$ cat src/rtl/uart_rx_fifo.sv
// Receive FIFO behind the UART receiver: first-word-fall-through, sticky overrun flag.
// Define UART_RX_FIFO_DROP_CNT_EN to add the saturating drop_cnt output.
module uart_rx_fifo #(
  parameter int DATA_W   = 8,
  parameter int ADDR_W   = 4,
  parameter int AF_LEVEL = 12
) (
  input  logic              clk,
  input  logic              rst,
  input  logic              wr_en,
  input  logic [DATA_W-1:0] wr_data,
  input  logic              rd_ready,
  input  logic              ovr_clr,
  output logic              rd_valid,
  output logic [DATA_W-1:0] rd_data,
  output logic [ADDR_W:0]   count,
  output logic              full,
  output logic              empty,
  output logic              almost_full,
  output logic              overrun
`ifdef UART_RX_FIFO_DROP_CNT_EN
  ,
  output logic [7:0]        drop_cnt
`endif
);

  localparam int              DEPTH   = 1 << ADDR_W;
  localparam logic [ADDR_W:0] DEPTH_C = (ADDR_W + 1)'(DEPTH);
  localparam logic [ADDR_W:0] AF_C    = (ADDR_W + 1)'(AF_LEVEL);

  logic [DATA_W-1:0] mem_q [DEPTH];
  logic [ADDR_W-1:0] wr_ptr_q, wr_ptr_d;
  logic [ADDR_W-1:0] rd_ptr_q, rd_ptr_d;
  logic [ADDR_W:0]   count_q, count_d;
  logic              overrun_q, overrun_d;
  logic              push, pop, drop;

  // Handshake: a byte leaves the FIFO on any cycle where rd_valid && rd_ready
  // at the rising edge; rd_data holds the head whenever rd_valid is high.
  assign empty       = (count_q == '0);
  assign full        = (count_q == DEPTH_C);
  assign almost_full = (count_q >= AF_C);
  assign rd_valid    = !empty;
  assign rd_data     = empty ? '0 : mem_q[rd_ptr_q];
  assign count       = count_q;
  assign overrun     = overrun_q;

  assign pop  = rd_valid && rd_ready;
  assign push = wr_en && (!full || pop);
  assign drop = wr_en && full && !pop;

  always_comb begin
    wr_ptr_d  = wr_ptr_q;
    rd_ptr_d  = rd_ptr_q;
    count_d   = count_q;
    overrun_d = overrun_q;
    if (push) wr_ptr_d = wr_ptr_q + 1'b1;
    if (pop)  rd_ptr_d = rd_ptr_q + 1'b1;
    case ({push, pop})
      2'b10:   count_d = count_q + 1'b1;
      2'b01:   count_d = count_q - 1'b1;
      default: count_d = count_q;
    endcase
    // A drop in the same cycle as a clear keeps the flag set.
    if (drop)         overrun_d = 1'b1;
    else if (ovr_clr) overrun_d = 1'b0;
  end

  always_ff @(posedge clk or posedge rst) begin
    if (rst) begin
      wr_ptr_q  <= '0;
      rd_ptr_q  <= '0;
      count_q   <= '0;
      overrun_q <= 1'b0;
    end else begin
      wr_ptr_q  <= wr_ptr_d;
      rd_ptr_q  <= rd_ptr_d;
      count_q   <= count_d;
      overrun_q <= overrun_d;
    end
  end

  // Storage is deliberately left out of reset.
  always_ff @(posedge clk) begin
    if (push) mem_q[wr_ptr_q] <= wr_data;
  end

`ifdef UART_RX_FIFO_DROP_CNT_EN
  logic [7:0] drop_cnt_q, drop_cnt_d;

  always_comb begin
    drop_cnt_d = drop_cnt_q;
    if (ovr_clr)                        drop_cnt_d = drop ? 8'd1 : 8'd0;
    else if (drop && drop_cnt_q != 8'hFF) drop_cnt_d = drop_cnt_q + 8'd1;
  end

  always_ff @(posedge clk or posedge rst) begin
    if (rst) drop_cnt_q <= 8'd0;
    else     drop_cnt_q <= drop_cnt_d;
  end

  assign drop_cnt = drop_cnt_q;
`endif

endmodule

$ cat config.mk
export PLATFORM = sky130hd
export DESIGN_NAME = uart_rx_fifo
export DESIGN_NICKNAME = d
export VERILOG_FILES = /design/src/rtl/uart_rx_fifo.sv
export SDC_FILE = /design/constraint.sdc
export NUM_CORES = 1
export LEC_CHECK = 0
export ABC_CLOCK_PERIOD_IN_PS = 2100
export CAP_MARGIN = 5
export CELL_PAD_IN_SITES_DETAIL_PLACEMENT = 1
export CELL_PAD_IN_SITES_GLOBAL_PLACEMENT = 1
export CORE_UTILIZATION = 45
export CTS_CLUSTER_DIAMETER = 150
export CTS_CLUSTER_SIZE = 25
export DETAILED_ROUTE_END_ITERATION = 10
export GPL_TIMING_DRIVEN = 0
export HOLD_SLACK_MARGIN = 0.15
export PLACE_DENSITY = 0.77
export SETUP_SLACK_MARGIN = 0.3
export SYNTH_ARGS = -nofsm -noshare
export SYNTH_HDL_FRONTEND = slang
export SYNTH_SLANG_ARGS = --single-unit
$ cat constraint.sdc
create_clock -name clk -period 2.1 [get_ports clk]
set_input_delay 0.42 -clock clk [delete_from_list [all_inputs] [get_ports clk]]
set_output_delay 0.42 -clock clk [all_outputs]
set_load 0.05 [all_outputs]
==> impl_results.md <==
* Status: finished, violations left
* Failing checks: negative setup slack
* R2R Setup Slk at -0.18 ns
* Pre-antenna DRT Iters at 4
* CP Cell Sequence: buf_6, buf_12, mux4_2, mux2_4, o21ai_4, a21oi_4, buf_6
* Power per cell area at 1590 nW/um^2
* Vias in the first global route at 3500
* Maximum clock path buffer count at 2
* Hold Buf Count CTS at 0
* Hold crit path type: in -> async
* Critical path startpoint category: register
* Area Growth Syn to Fin at 35.9%
* Routability cong. at 0.767
* Final WL at 14400 um
* Crit. End Element: output pin
* Final min period at roughly 2.7 ns
* Lkg Pwr at 2.72 nW
* CP max-delay cell: mux4_2
* Crit path largest cell delay at 0.50 ns
* CTS Root Cell: clkbuf_16
* Layout cell share with drive strength beyond 1 at 0.503
* Reg area at 4200 sq um
* RSZ-0062 raised after global routing: true
* # DRC at 0
* Detailed Place HPWL at 8240 um
* R2r worst-path depth at 9
* Avg Cell Area, Syn at 18.8 sq um
* Top-count cell post-synth: edfxtp_1
* Post-synth ARST share at 0.0986
* Unique masters post-synth at 45
* Gr ovfl total at 0
* Total CTS buffers at 17
* CP delay by family, top: multiplexers
* Nets at 407
* Synth area leader: edfxtp_1
* Via density at 5.63
* Multi-input logic area at 2100 sq um
* Largest net degree at the start of global routing at 17
* Vias at between 3000 and 4000
* Post-synth top area share at 0.654
* Die Y-Extent at 116 um
* Mapped cell area at 5880 sq um
* Initial core utilization at 0.464
* Seq cells post-synth at 142
* EDFF count, synth at roughly 130
* CP Max Fanout at 5
* Final setup fails at 131
* Chip Width at 116 um
* Worst Tran Pin Value at 0.862 ns
* Post-synth top cells: edfxtp_1, mux4_2, dfrtp_1, o21ai_1
* Routed len/inst at 25.1 um
* Synth top area cells: edfxtp_1, mux4_2, dfrtp_1
* Antenna viol nets, final at 0
* WP buf/inv at 3
* Slew Viols, Final at 0
* Clk Latency, worst-skew pair at about 0.42 ns
* Filler Cell Count at 1089
* Peak supply drop at 0.000727 V
* Antenna cell count at 0
* All-Layer GR Usage at 0.230
* First-pass GRT wire length at 21100 um
* Initial antenna violation count at 0
* Main synth FF type: edfxtp_1
* Setup WS post-layout at -0.626 ns
* Max-Cap Viols at 0
* Core Region at 12700 sq um
* Final Hold Vio Count at 0
* Reg2Reg Capture Point: count[4]$_DFFE_PP0P_
* Num ports at 31
* Setup Total Neg Slack at -14.81 ns
* Syn Inst Count at 312
* Critical path type: reg -> out
* Relative slew slack at 0.425
* Tcrit/Tclk final at 1.30
* CTS tree: yes
* Fin Clk Skew at 0.00774 ns
* Cell mode on critical path: buf_6
* Clock sinks at 142
* RR Startpoint: count[1]$_DFFE_PP0P_
* Yosys Warn Count at 0
* H-tree depth at 4
* Syn nets at 332
* Row count at 41
* Sequential share of the synthesized area at 0.714
* Non-Filler Instances at 572
* Critical path data required time at 1.68 ns
* PortBufs at 29
* Placed Instances at approximately 510
* Max Fclk at 367 MHz
* Clock transition at the registers of the reported paths at 0.06 ns
* Iteration-0 DRC Markers at 185
* Full die area at 13500 sq um
* Power, Total at 12.7 mW
* Crit path DAT at 2.31 ns
final cells by class:
class                      instances  share of cell area
buffer                            18              0.0233
inverter                          10             0.00548
timing repair buffer              56              0.0799
tap                              172              0.0269
sequential                       142               0.526
clock inverter                    12              0.0180
multi-input combinational        142               0.263
clock buffer                      20              0.0572
kinds of logic (layout without fill, tap and decap cells):
family          Yosys count  in the layout  share of synthesized area
xor+xnor                  9              9                     0.0134
fa+ha+maj                 7              7                     0.0149
mux                      51             51                      0.159
flops                   142            142                      0.714
simple gates             41             41                     0.0385
compound gates           34             34                     0.0373
buf+inv                  28            116                     0.0228
sequential cells by signal, indices dropped and copies added (netlist names):
register and cells:
rd_ptr_q 4, overrun 1, count 5, wr_ptr_q 4
mem_q 128
stage by stage:
stage | utilization | setup slack, ns | hold slack [ns] | instance area [sq um]
after floorplan | - | -0.0852 | 0.309 | 6210
after global placement | 0.530 | -1.23 | 0.512 | 6710
after detailed placement | 0.530 | -1.31 | 0.533 | 6710
after CTS | 0.611 | -0.643 | 0.375 | 7750
after global routing | 0.630 | -0.672 | 0.406 | 7990
final | 0.630 | -0.626 | 0.377 | 7990
timing repair:
item / CTS / global route
gates cloned: 0 / 1
pin swaps: 6 / 12
setup endpoints to repair: 152 / 150
resized for setup: 148 / 32
buffers inserted: 14 / 12
layer usage:
layer	GRT usage	share of wire	vias up	wire, um
li1	-	-	1403	-
met3	0.0586	0.049	23	706
met2	0.375	0.52	95	7440
met5	0	0	-	0
met1	0.295	0.41	1697	5920
met4	0.0949	0.022	0	316
power by group:
part           switching, mW  internal (mW)  leakage (nW)
clock                   1.13           1.91         0.285
combinational           3.30           2.67          1.11
sequential             0.212           3.48          1.32
total                   4.65           8.07          2.72
placed cells by master, fill, tap and decap left out, drive strengths merged, types with 2 or more instances in the layout:
cell	instances
o31a	2
mux2i	9
inv	9
mux2	10
edfxtp	128
clkdlybuf4s15	3
nand4	2
mux4	32
a21oi	10
xnor2	7
bufinv	3
nand2	8
ha	7
dfrtp	14
clkinvlp	5
buf	51
nand2b	3
o21ai	11
clkbuf	26
nor4	6
nor2	9
and3	8
clkdlybuf4s50	11
dlygate4sd2	3
clkinv	5
a21boi	2
xor2	2
worst max-delay path by stage:
stage / startpoint / cells past startpoint / endpoint / slack [ns]
after floorplan: count[2]$_DFFE_PP0P_ / 8 / count[4]$_DFFE_PP0P_ / -0.09
after global placement: rd_ptr_q[1]$_DFFE_PP0N_ / 6 / rd_data[2] / -1.23
after detailed placement: rd_ptr_q[1]$_DFFE_PP0N_ / 6 / rd_data[2] / -1.31
after CTS: rd_ptr_q[0]$_DFFE_PP0N_ / 7 / rd_data[2] / -0.64
after global routing: rd_ptr_q[0]$_DFFE_PP0N_ / 7 / rd_data[0] / -0.67
final: rd_ptr_q[0]$_DFFE_PP0N_ / 7 / rd_data[3] / -0.63
(Power assumes the default switching activity.)
==> patch (same settings) <==
The option `UART_RX_FIFO_DROP_CNT_EN` is turned on by a define.
--- a/src/rtl/uart_rx_fifo.sv
+++ b/src/rtl/uart_rx_fifo.sv
@@ -1,5 +1,7 @@
 // Receive FIFO behind the UART receiver: first-word-fall-through, sticky overrun flag.
 // Define UART_RX_FIFO_DROP_CNT_EN to add the saturating drop_cnt output.
+`define UART_RX_FIFO_DROP_CNT_EN
+
 module uart_rx_fifo #(
   parameter int DATA_W   = 8,
   parameter int ADDR_W   = 4,
Function (old outputs only; new: drop_cnt): kept (Yosys induction, for registers that start in step).
==> patch against the unedited design <==
The run still ends with negative setup slack left; sequential power is 4% higher; area after synthesis is 7.8% higher; routed wire length is 18% higher; sequential cell count is 8 higher; final cell count is 15% higher; clock skew is 0.00097 ns higher; total power is 3.1% higher; design area is 10% higher; worst setup slack worse by 0.034 ns; sequential share of layout area is 2.6 points lower; core utilization is 2.3 points higher.
==> patch: results (changes against the unedited design) <==
Yosys
  – Syn Inst Count: 363 (+16%)
  – Yosys cell types: 47 (+4.4%)
  – Sequential fraction of the synthesis area: 69.4% (-2.0 points)
  – Syn_nets: 384 (+16%)
  – Synth top area cells: edfxtp_1, mux4_2, dfrtp_1
  – Most instantiated cells after synthesis: edfxtp_1, mux4_2, dfrtp_1
  – Async set or reset register ratio after synthesis: 14.7% (+4.8 points)

Finish
  – Final Instance Count excl. Fillers: 660 (+15%)
  – Fill count: 1,159 (+6.4%)
  – Ant. Diodes: 0 (unchanged)
  – Share of post-route cells with drive strength above 1: 53.9% (+3.7 points)
  – Nets: 492 (+21%)

Global routing
  – First-pass GRT wire length: 25.2 mm (+19%)
  – Grt met1 use: 30.1% (+0.69 points)
  – Tot GR Track Use: 24.5% (+1.6 points)
  – GRT met2 Usage: 42.9% (+5.4 points)
  – Grt met3 use: 4.34% (-1.5 points)
  – Number of global-route vias before repair: 4,157 (+19%)
  – Pin count of the biggest net entering global routing: 23 (+6)

Clock tree
  – Post_cts resized: 212 (+43%)
  – Root buf cell: clkbuf_16
  – Post-CTS Setup Bufs: 31 (+17)
  – Clk slew on worst S/H paths: 0.06 ns (about the same)

Timing
  – Slew @ Worst Pin: 0.962 ns (+0.0998 ns)
  – Worst clock skew: 0.00871 ns (+0.000971 ns)
  – Fin worst setup slack: -0.660 ns (-0.0345 ns)
  – Final hold violations: 0 (unchanged)
  – Setup-failing EPs final: 134 (+2.3%)

Pwr
  – Clock power frac: 22.8% (-1.2 points)
  – Int Pwr: 8.31 mW (+3.0%)
  – Logic power comb: 6.29 mW (+5.2%)
  – IR drop worst, VDD: 0.832 mV (+14%)
  – Pleak: 3.07 nW (+13%)

Routing
  – Iter 0 DRT Violations: 220 (+19%)
  – Metal1 wirelength: 6.86 mm (+16%)
  – Max Used Layer: met4
  – Met3 WL post-DR: 544 um (-23%)
  – Met2 wire len: 9.13 mm (+23%)
  – Routed WL: 17.0 mm (+18%)
  – Via count: 3,763 (+17%)

Run status
  – Outcome: finished with violations
  – Failing checks: negative setup slack

Place
  – Gpl congestion: 0.820 (+7.0%)
  – Placed Cells: 576 (+12%)
  – Port Buffers: 37 (+28%)
  – DP HPWL: 9.36 mm (+14%)

Setup path
  – Worst EP arrival: 2.34 ns (+0.03 ns)
  – Critical Path Max Stage Delay: 0.53 ns (+0.03 ns)

Worst hold path
  – Worst Hold Class: primary input to flop
## patch: logic make-up after synthesis
group | share of synthesized area (%)
compound gates | 4.46
fa+ha+maj | 1.58
mux | 14.8
flops | 69.4
buf+inv | 2.29
simple gates | 6.28
xor+xnor | 1.24
## patch: final cells by class
type | instances | area share (%)
Sequential cell | 150 | 50.0
Multi-Input combinational cell | 182 | 28.0
Timing Repair Buffer | 89 | 10.2
Clock buffer | 19 | 4.91
Tap cell | 176 | 2.50
Buffer | 19 | 2.23
Clock inverter | 13 | 1.56
Inverter | 12 | 0.596
## patch: stage by stage
| step | power [mW] | hold WS, ns | TNS [ns] | setup slack [ns] | instance area (um2) |
|---|---|---|---|---|---|
| global placement | 8.46 | 0.514 | -35.39 | -0.824 | 7230 |
| global route | 13.6 | 0.459 | -14.49 | -0.739 | 8820 |
| CTS | 12.6 | 0.403 | -5.28 | -0.668 | 8510 |
| detailed placement | 8.60 | 0.517 | -42.42 | -0.865 | 7230 |
| floorplan | 7.33 | 0.409 | -0.844 | -0.0294 | 6640 |
| finish | 13.1 | 0.428 | -8.33 | -0.660 | 8820 |
## patch: tightest hold or removal path, cell delays in order
cell,delay [ns]
buf_2,0.18
nand3_1,0.12
xnor2_1,0.07
## patch: final timing paths
kind	cells after the start	end	start	slack (ns)
setup / recovery	8	rd_data[3]	rd_ptr_q[1]$_DFFE_PP0N_	-0.66
hold / removal	3	rd_ptr_q[2]$_DFFE_PP0N_	rd_ready	0.43
setup reg to reg	10	count[4]$_DFFE_PP0P_	count[3]$_DFFE_PP0P_	-0.09
hold reg to reg	2	overrun$_DFFE_PP0P_	overrun$_DFFE_PP0P_	0.52
max in group asynchronous	2	count[3]$_DFFE_PP0P_	rst	0.92
min in group asynchronous	2	drop_cnt[1]$_DFFE_PP0P_	rst	0.53
